$ cat config.mk
export PLATFORM = sky130hd
export DESIGN_NAME = instr_aligner_flat
export DESIGN_NICKNAME = d
export VERILOG_FILES = /design/src/rtl/instr_aligner_pkg.sv /design/src/rtl/instr_aligner_if.sv /design/src/rtl/instr_aligner_hw_ring_buf.sv /design/src/rtl/instr_aligner.sv /design/src/flat_wrapper.sv
export SDC_FILE = /design/constraint.sdc
export NUM_CORES = 1
export LEC_CHECK = 0
export ABC_AREA = 1
export CAP_MARGIN = 20
export CORE_UTILIZATION = 40
export DETAILED_ROUTE_END_ITERATION = 12
export DONT_BUFFER_PORTS = 1
export PLACE_DENSITY = 0.53
export SLEW_MARGIN = 10
export SYNTH_ARGS = -nofsm -noshare
export SYNTH_HDL_FRONTEND = slang
export SYNTH_HIERARCHICAL = 1
export SYNTH_SLANG_ARGS = --single-unit
$ cat constraint.sdc
create_clock -name clk -period 4.32 [get_ports clk]
set_input_delay 0.216 -clock clk [delete_from_list [all_inputs] [get_ports clk]]
set_output_delay 0.216 -clock clk [all_outputs]
set_load 0.02 [all_outputs]
$ cat src/rtl/instr_aligner_pkg.sv
// Shared definitions for the fetch-side instruction aligner: widths, reset PC and bus payloads.
package instr_aligner_pkg;

  localparam int unsigned XLEN   = 32;
  localparam int unsigned BUF_HW = 4;
  localparam int unsigned HW_W   = 16;
  localparam int unsigned CNT_W  = $clog2(BUF_HW) + 1;

  localparam logic [XLEN-1:0] RESET_PC  = 32'h0000_0000;
  localparam logic [31:0]     INSTR_NOP = 32'h0000_0013;

  typedef struct packed {
    logic        word_valid;
    logic [31:0] word;
  } type_fetch2align_s;

  typedef struct packed {
    logic            instr_valid;
    logic [31:0]     instr;
    logic [XLEN-1:0] instr_pc;
    logic            is_c;
  } type_align2if_s;

endpackage

$ cat src/rtl/instr_aligner_if.sv
// Fetch-word, redirect and instruction handshake bundle between the fetch path and the aligner.
interface instr_aligner_if;
  import instr_aligner_pkg::*;

  logic            flush;
  logic [XLEN-1:0] flush_pc;
  logic [XLEN-1:0] req_pc;
  logic            word_valid;
  logic [31:0]     word;
  logic            word_ready;
  logic            instr_valid;
  logic [31:0]     instr;
  logic [XLEN-1:0] instr_pc;
  logic            is_c;
  logic            instr_ready;

  modport master (
    output flush, flush_pc, word_valid, word, instr_ready,
    input  req_pc, word_ready, instr_valid, instr, instr_pc, is_c
  );

  modport slave (
    input  flush, flush_pc, word_valid, word, instr_ready,
    output req_pc, word_ready, instr_valid, instr, instr_pc, is_c
  );

endinterface

$ cat src/rtl/instr_aligner_hw_ring_buf.sv
// Halfword ring buffer: pushes and pops up to two halfwords per cycle, peeks the two head slots.
module instr_aligner_hw_ring_buf
  import instr_aligner_pkg::*;
(
  input  logic             clk,
  input  logic             rst_n,
  input  logic             clear,
  input  logic [1:0]       push_cnt,
  input  logic [HW_W-1:0]  push_hw0,
  input  logic [HW_W-1:0]  push_hw1,
  input  logic [1:0]       pop_cnt,
  output logic [HW_W-1:0]  hw0,
  output logic [HW_W-1:0]  hw1,
  output logic [CNT_W-1:0] count
);

  localparam int unsigned PTR_W = $clog2(BUF_HW);

  logic [HW_W-1:0]  mem_q [BUF_HW];
  logic [PTR_W-1:0] wr_q;
  logic [PTR_W-1:0] rd_q;
  logic [CNT_W-1:0] count_q;

  // Clear wins over any push/pop issued in the same cycle
  always_ff @(posedge clk or negedge rst_n) begin
    if (!rst_n) begin
      for (int i = 0; i < int'(BUF_HW); i++) mem_q[i] <= '0;
      wr_q    <= '0;
      rd_q    <= '0;
      count_q <= '0;
    end else if (clear) begin
      wr_q    <= '0;
      rd_q    <= '0;
      count_q <= '0;
    end else begin
      if (push_cnt != 2'd0) mem_q[wr_q] <= push_hw0;
      if (push_cnt == 2'd2) mem_q[wr_q + PTR_W'(1)] <= push_hw1;
      wr_q    <= wr_q + PTR_W'(push_cnt);
      rd_q    <= rd_q + PTR_W'(pop_cnt);
      count_q <= count_q + CNT_W'(push_cnt) - CNT_W'(pop_cnt);
    end
  end

  assign hw0   = mem_q[rd_q];
  assign hw1   = mem_q[rd_q + PTR_W'(1)];
  assign count = count_q;

endmodule

$ cat src/rtl/instr_aligner.sv
// Fetch-side aligner: buffers 32-bit fetch words as halfwords and issues one RV32/RVC instruction per handshake.
module instr_aligner
  import instr_aligner_pkg::*;
(
  input  logic           clk,
  input  logic           rst_n,
  instr_aligner_if.slave bus
);

  typedef enum logic {ALN_RUN, ALN_SKIP_LO} type_aln_state_e;

  type_aln_state_e   state_q;
  type_aln_state_e   state_nxt;
  logic              skip_lo_c;

  type_fetch2align_s fetch;
  type_align2if_s    head;

  logic [HW_W-1:0]   hw0;
  logic [HW_W-1:0]   hw1;
  logic [CNT_W-1:0]  count;
  logic [XLEN-1:0]   req_pc_q;
  logic [XLEN-1:0]   pc_q;
  logic [31:0]       last_instr_q;
  logic              last_is_c_q;

  logic              word_ready_c;
  logic              accept_c;
  logic              pop_c;
  logic [1:0]        push_cnt;
  logic [1:0]        pop_cnt;
  logic [HW_W-1:0]   push_hw0;

  assign fetch = {bus.word_valid, bus.word};

  always_ff @(posedge clk or negedge rst_n) begin
    if (!rst_n) state_q <= ALN_RUN;
    else        state_q <= state_nxt;
  end

  // A redirect to an odd-halfword PC must discard the low half of its first fetch word
  always_comb begin
    state_nxt = state_q;
    if (bus.flush)
      state_nxt = bus.flush_pc[1] ? ALN_SKIP_LO : ALN_RUN;
    else if (accept_c && state_q == ALN_SKIP_LO)
      state_nxt = ALN_RUN;
  end

  always_comb begin
    skip_lo_c = 1'b0;
    if (state_q == ALN_SKIP_LO) skip_lo_c = 1'b1;
  end

  // Head decode: RVC if the low two bits are not 2'b11
  always_comb begin
    head             = '0;
    head.is_c        = (hw0[1:0] != 2'b11);
    head.instr       = head.is_c ? {16'h0000, hw0} : {hw1, hw0};
    head.instr_pc    = pc_q;
    head.instr_valid = (head.is_c ? (count >= CNT_W'(1)) : (count >= CNT_W'(2))) & ~bus.flush;
  end

  assign word_ready_c = (count <= CNT_W'(BUF_HW - 2)) & ~bus.flush;
  assign accept_c     = fetch.word_valid & word_ready_c;
  assign pop_c        = head.instr_valid & bus.instr_ready;

  always_comb begin
    push_cnt = 2'd0;
    pop_cnt  = 2'd0;
    push_hw0 = skip_lo_c ? fetch.word[31:16] : fetch.word[15:0];
    if (accept_c) push_cnt = skip_lo_c ? 2'd1 : 2'd2;
    if (pop_c)    pop_cnt  = head.is_c ? 2'd1 : 2'd2;
  end

  instr_aligner_hw_ring_buf u_ring (
    .clk      (clk),
    .rst_n    (rst_n),
    .clear    (bus.flush),
    .push_cnt (push_cnt),
    .push_hw0 (push_hw0),
    .push_hw1 (fetch.word[31:16]),
    .pop_cnt  (pop_cnt),
    .hw0      (hw0),
    .hw1      (hw1),
    .count    (count)
  );

  always_ff @(posedge clk or negedge rst_n) begin
    if (!rst_n) begin
      req_pc_q <= RESET_PC;
      pc_q     <= RESET_PC;
    end else if (bus.flush) begin
      req_pc_q <= {bus.flush_pc[XLEN-1:2], 2'b00};
      pc_q     <= bus.flush_pc;
    end else begin
      if (accept_c) req_pc_q <= req_pc_q + XLEN'(4);
      if (pop_c)    pc_q     <= pc_q + (head.is_c ? XLEN'(2) : XLEN'(4));
    end
  end

  // Remember the last issued-view instruction so the output holds while the head is incomplete
  always_ff @(posedge clk or negedge rst_n) begin
    if (!rst_n) begin
      last_instr_q <= '0;
      last_is_c_q  <= 1'b0;
    end else if (head.instr_valid) begin
      last_instr_q <= head.instr;
      last_is_c_q  <= head.is_c;
    end
  end

  assign bus.req_pc      = req_pc_q;
  assign bus.word_ready  = word_ready_c;
  assign bus.instr_valid = head.instr_valid;
  assign bus.instr       = head.instr_valid ? head.instr : last_instr_q;
  assign bus.is_c        = head.instr_valid ? head.is_c  : last_is_c_q;
  assign bus.instr_pc    = head.instr_pc;

endmodule

$ cat src/flat_wrapper.sv
// flat-port wrapper written by rule: the top's interface ports become plain ports
module instr_aligner_flat import instr_aligner_pkg::*;
  (clk, rst_n, bus_flush, bus_flush_pc, bus_word_valid, bus_word, bus_instr_ready, bus_req_pc, bus_word_ready, bus_instr_valid, bus_instr, bus_instr_pc, bus_is_c);
  instr_aligner_if bus_i ();
  input  logic clk;
  input  logic rst_n;
  input wire logic [$bits(bus_i.flush)-1:0] bus_flush;
  input wire logic [$bits(bus_i.flush_pc)-1:0] bus_flush_pc;
  input wire logic [$bits(bus_i.word_valid)-1:0] bus_word_valid;
  input wire logic [$bits(bus_i.word)-1:0] bus_word;
  input wire logic [$bits(bus_i.instr_ready)-1:0] bus_instr_ready;
  output wire logic [$bits(bus_i.req_pc)-1:0] bus_req_pc;
  output wire logic [$bits(bus_i.word_ready)-1:0] bus_word_ready;
  output wire logic [$bits(bus_i.instr_valid)-1:0] bus_instr_valid;
  output wire logic [$bits(bus_i.instr)-1:0] bus_instr;
  output wire logic [$bits(bus_i.instr_pc)-1:0] bus_instr_pc;
  output wire logic [$bits(bus_i.is_c)-1:0] bus_is_c;
  assign bus_i.flush = bus_flush;
  assign bus_i.flush_pc = bus_flush_pc;
  assign bus_i.word_valid = bus_word_valid;
  assign bus_i.word = bus_word;
  assign bus_i.instr_ready = bus_instr_ready;
  assign bus_req_pc = bus_i.req_pc;
  assign bus_word_ready = bus_i.word_ready;
  assign bus_instr_valid = bus_i.instr_valid;
  assign bus_instr = bus_i.instr;
  assign bus_instr_pc = bus_i.instr_pc;
  assign bus_is_c = bus_i.is_c;
  instr_aligner u_core (.clk(clk), .rst_n(rst_n), .bus(bus_i));
endmodule
==> impl_metrics.tcl <==
set metrics [dict create \
    num_rows 61 \
    grt_pass1_vias 10892 \
    gp_congestion 0.930 \
    syn_to_final_growth_pct 8.43 \
    grt_pass1_wl_mm 64.6 \
    synthCells 1782 \
    critPathCaptureType "register" \
    p_per_area_mw_per_mm2 527 \
    vdd_drop_max_v 0.000239 \
    antenna_found_initial 0 \
    wirelength_mm 41.6 \
    final-setup-viol-count 0 \
    grtUsageMet2_pct 47.5 \
    yosysSeqAreaShare_pct 36.6 \
    nets 1816 \
    core-area_sq_mm 0.0279 \
    nFillCells 3023 \
    cts-root-buf "clkbuf_16" \
    ys_seq_elements 167 \
    postRouteAntennaNets 0 \
    clkTransAtPathRegs_ns 0.07 \
    yosys.cell_types.count 40 \
    ioPinCount 168 \
    drive_gt1_share_pct 4.40 \
    synthXorXnorAreaFrac_pct 2.15 \
    first_iter_violations 1069 \
    grt_max_degree 168 \
    tightest_slew_ns 0.964 \
    clock-sinks 167 \
    fin_util_pct 44.4 \
    synth_fa_ha_area_share_pct 1.12 \
    wl_per_cell_microns 19.5 \
    place_hpwl_mm 28.2 \
    avgSynthCellArea_sq_um 6.41 \
    port_buffers 0 \
    layout_common_cells "664 x nand2_1, 254 x nand3_1, 174 x nor2_1" \
    grt_most_used_layer "met2" \
    min_period_over_period_pct 83.4 \
    viasPerCell 5.51 \
    hold_viol_final 0 \
    grt-ovfl-total 0 \
    clock_latency_ns 0.43 \
    cts_made_buffers 17 \
    synth_mux_area_share_pct 0 \
    die_w_microns 171 \
    finalCriticalPeriod_ns 3.60 \
    max_slew_margin_pct 35.7 \
    ctsResizeCount 0 \
    vias 11737 \
    cts_buffer_depth 2 \
    hold_class "in -> reg" \
    leakage_nw 6.41 \
    track_usage_pct 29.0 \
    die_h_microns 171 \
    dr.pass1.iters 5 \
    die_area_sq_mm 0.0292 \
    n_antenna_cell 0 \
    cp.arrival_ns 3.96 \
    synth-simple-area-share_pct 42.1 \
    ys.flop_type "dfrtp_1" \
    drv_slew 0 \
    cts.htree.levels 4 \
    synth_top_family_by_area "simple AND/OR/NAND/NOR gates" \
    crit_path_start_kind "register" \
    cp.required_ns 4.68 \
    syn_area_sq_mm 0.0114 \
    fin_tns_setup_ns 0 \
    outcome "complete, no violations" \
    initial_core_util_pct 40.9 \
    final_common_cell "nand2_1" \
    ys.warnings.count 6 \
    final.setup_skew_ns 0.0141 \
    critical_path_class "reg -> reg" \
    cts_tree "built" \
    drv_cap 0 \
    synthArstFlopShare_pct 100 \
    synth_edf_count 0 \
    met1_usage_pct 37.3 \
    drc 0 \
    cp_max_fo 17 \
    clock.fmax_mhz 278 \
    synth_compound_area_share_pct 8.61 \
    rsz0062_at_grt "no" \
    met3_usage_pct 5.94 \
]
[Yosys cell counts (4+ instances only)]
master | n | share of area (%)
a21oi_1 | 42 | 1.8
a22o_1 | 16 | 1.2
a31oi_1 | 5 | 0.27
buf_1 | 7 | 0.23
buf_2 | 45 | 2.0
buf_4 | 4 | 0.26
buf_6 | 4 | 0.39
clkbuf_1 | 35 | 1.1
dfrtp_1 | 167 | 37
ha_1 | 7 | 0.77
inv_1 | 155 | 5.1
inv_2 | 5 | 0.16
nand2_1 | 665 | 22
nand2_2 | 5 | 0.27
nand3_1 | 254 | 11
nand3b_1 | 6 | 0.39
nand4_1 | 15 | 0.82
nor2_1 | 174 | 5.7
nor2_2 | 7 | 0.38
nor3_1 | 17 | 0.74
o211ai_1 | 8 | 0.53
o21ai_0 | 63 | 2.8
o221ai_1 | 7 | 0.54
o22ai_1 | 16 | 0.88
xnor2_1 | 8 | 0.61
xor2_1 | 20 | 1.5
[report_power, final]
part | total (W) | internal (W) | leakage, nW | switching, W
Sequential | 0.00267 | 0.00197 | 2.13 | 0.000697
Clock | 0.00168 | 0.000950 | 0.309 | 0.000730
Combinational | 0.00218 | 0.000657 | 3.97 | 0.00152
[cell families after synthesis]
logic type / Yosys count
AOI/OAI and AO/OA: 165
xor gates and xnor gates: 28
adders and majority gates: 9
buffers and inverters: 258
DFF: 167
other: 1
and+or+nand+nor: 1154
[final timing paths]
kind                                                startpoint                                  end  slack [ns]  cells after the start
setup / recovery               u_core/u_ring/rd_q[0]$_DFF_PN0_     u_core/u_ring/count[2]$_DFF_PN0_        0.72                     16
hold / removal                                bus_flush_pc[13]    u_core/bus.req_pc[13]$_DFFE_PN0P_        0.01                      2
setup reg to reg               u_core/u_ring/rd_q[0]$_DFF_PN0_     u_core/u_ring/count[2]$_DFF_PN0_        0.72                     16
hold reg to reg            u_core/u_ring/mem_q[26]$_DFFE_PN0N_  u_core/u_ring/mem_q[26]$_DFFE_PN0N_        0.54                      2
max in group asynchronous                                rst_n  u_core/bus.instr_pc[13]$_DFFE_PN0P_        3.13                      2
min in group asynchronous                                rst_n    u_core/bus.req_pc[20]$_DFFE_PN0P_        0.39                      2
[cell type report]
type,count,area (sq um),share of cell area (%)
multi-input cells,1358,6190,49.9
flip-flops and latches,167,4180,33.7
inverters,163,614,4.96
well taps,378,473,3.82
clock buffers,19,443,3.57
repair buffers,31,308,2.48
clock inverters,13,185,1.49
[metal layers]
metal	share of wire (%)	vias up
li1	-	5611
met1	43	5587
met2	46	465
met3	7.7	74
met4	3.4	0
met5	0	-
[repair_timing]
action                    in CTS  in global routing
hold endpoints to repair     252                  0
hold buffers                  16                  0
buffers inserted               0                  0
[critical path, cell delays in order, from the launching register on]
cell,delay (ns)
dfrtp_2,0.46
inv_1,0.42
o21ai_0,0.15
o22ai_1,0.35
nand2_2,0.17
nand2_1,0.09
nand2_1,0.06
nand2_2,0.07
inv_2,0.05
nand2_4,0.10
inv_1,0.21
nand2_1,0.11
inv_1,0.08
fa_1,0.47
fa_1,0.45
and2_1,0.17
nor2_1,0.12
[state kept, by name, indices dropped and copies added, names as in the netlist]
signal / count
u_core/u_ring/rd_q: 2
u_core/u_ring/mem_q: 64
u_core/bus.instr_pc: 32
u_core/last_instr_q: 32
u_core/u_ring/count: 3
u_core/last_is_c_q: 1
u_core/bus.req_pc: 30
u_core/state_q: 1
u_core/u_ring/wr_q: 2
[metrics by stage]
stage               instance area, sq um  setup slack [ns]  cells  hold slack, ns  total power, W
finish                             12400             0.717   2129          0.0108         0.00653
global placement                   11600             0.910   2081         -0.0758         0.00475
detailed placement                 11600             0.774   2081         -0.0760         0.00479
floorplan                          11400              1.11   1783         -0.0796         0.00415
global route                       12400             0.521   2129         0.00174         0.00698
CTS                                12400             0.766   2129         0.00180         0.00654
(Power assumes the default switching activity.)
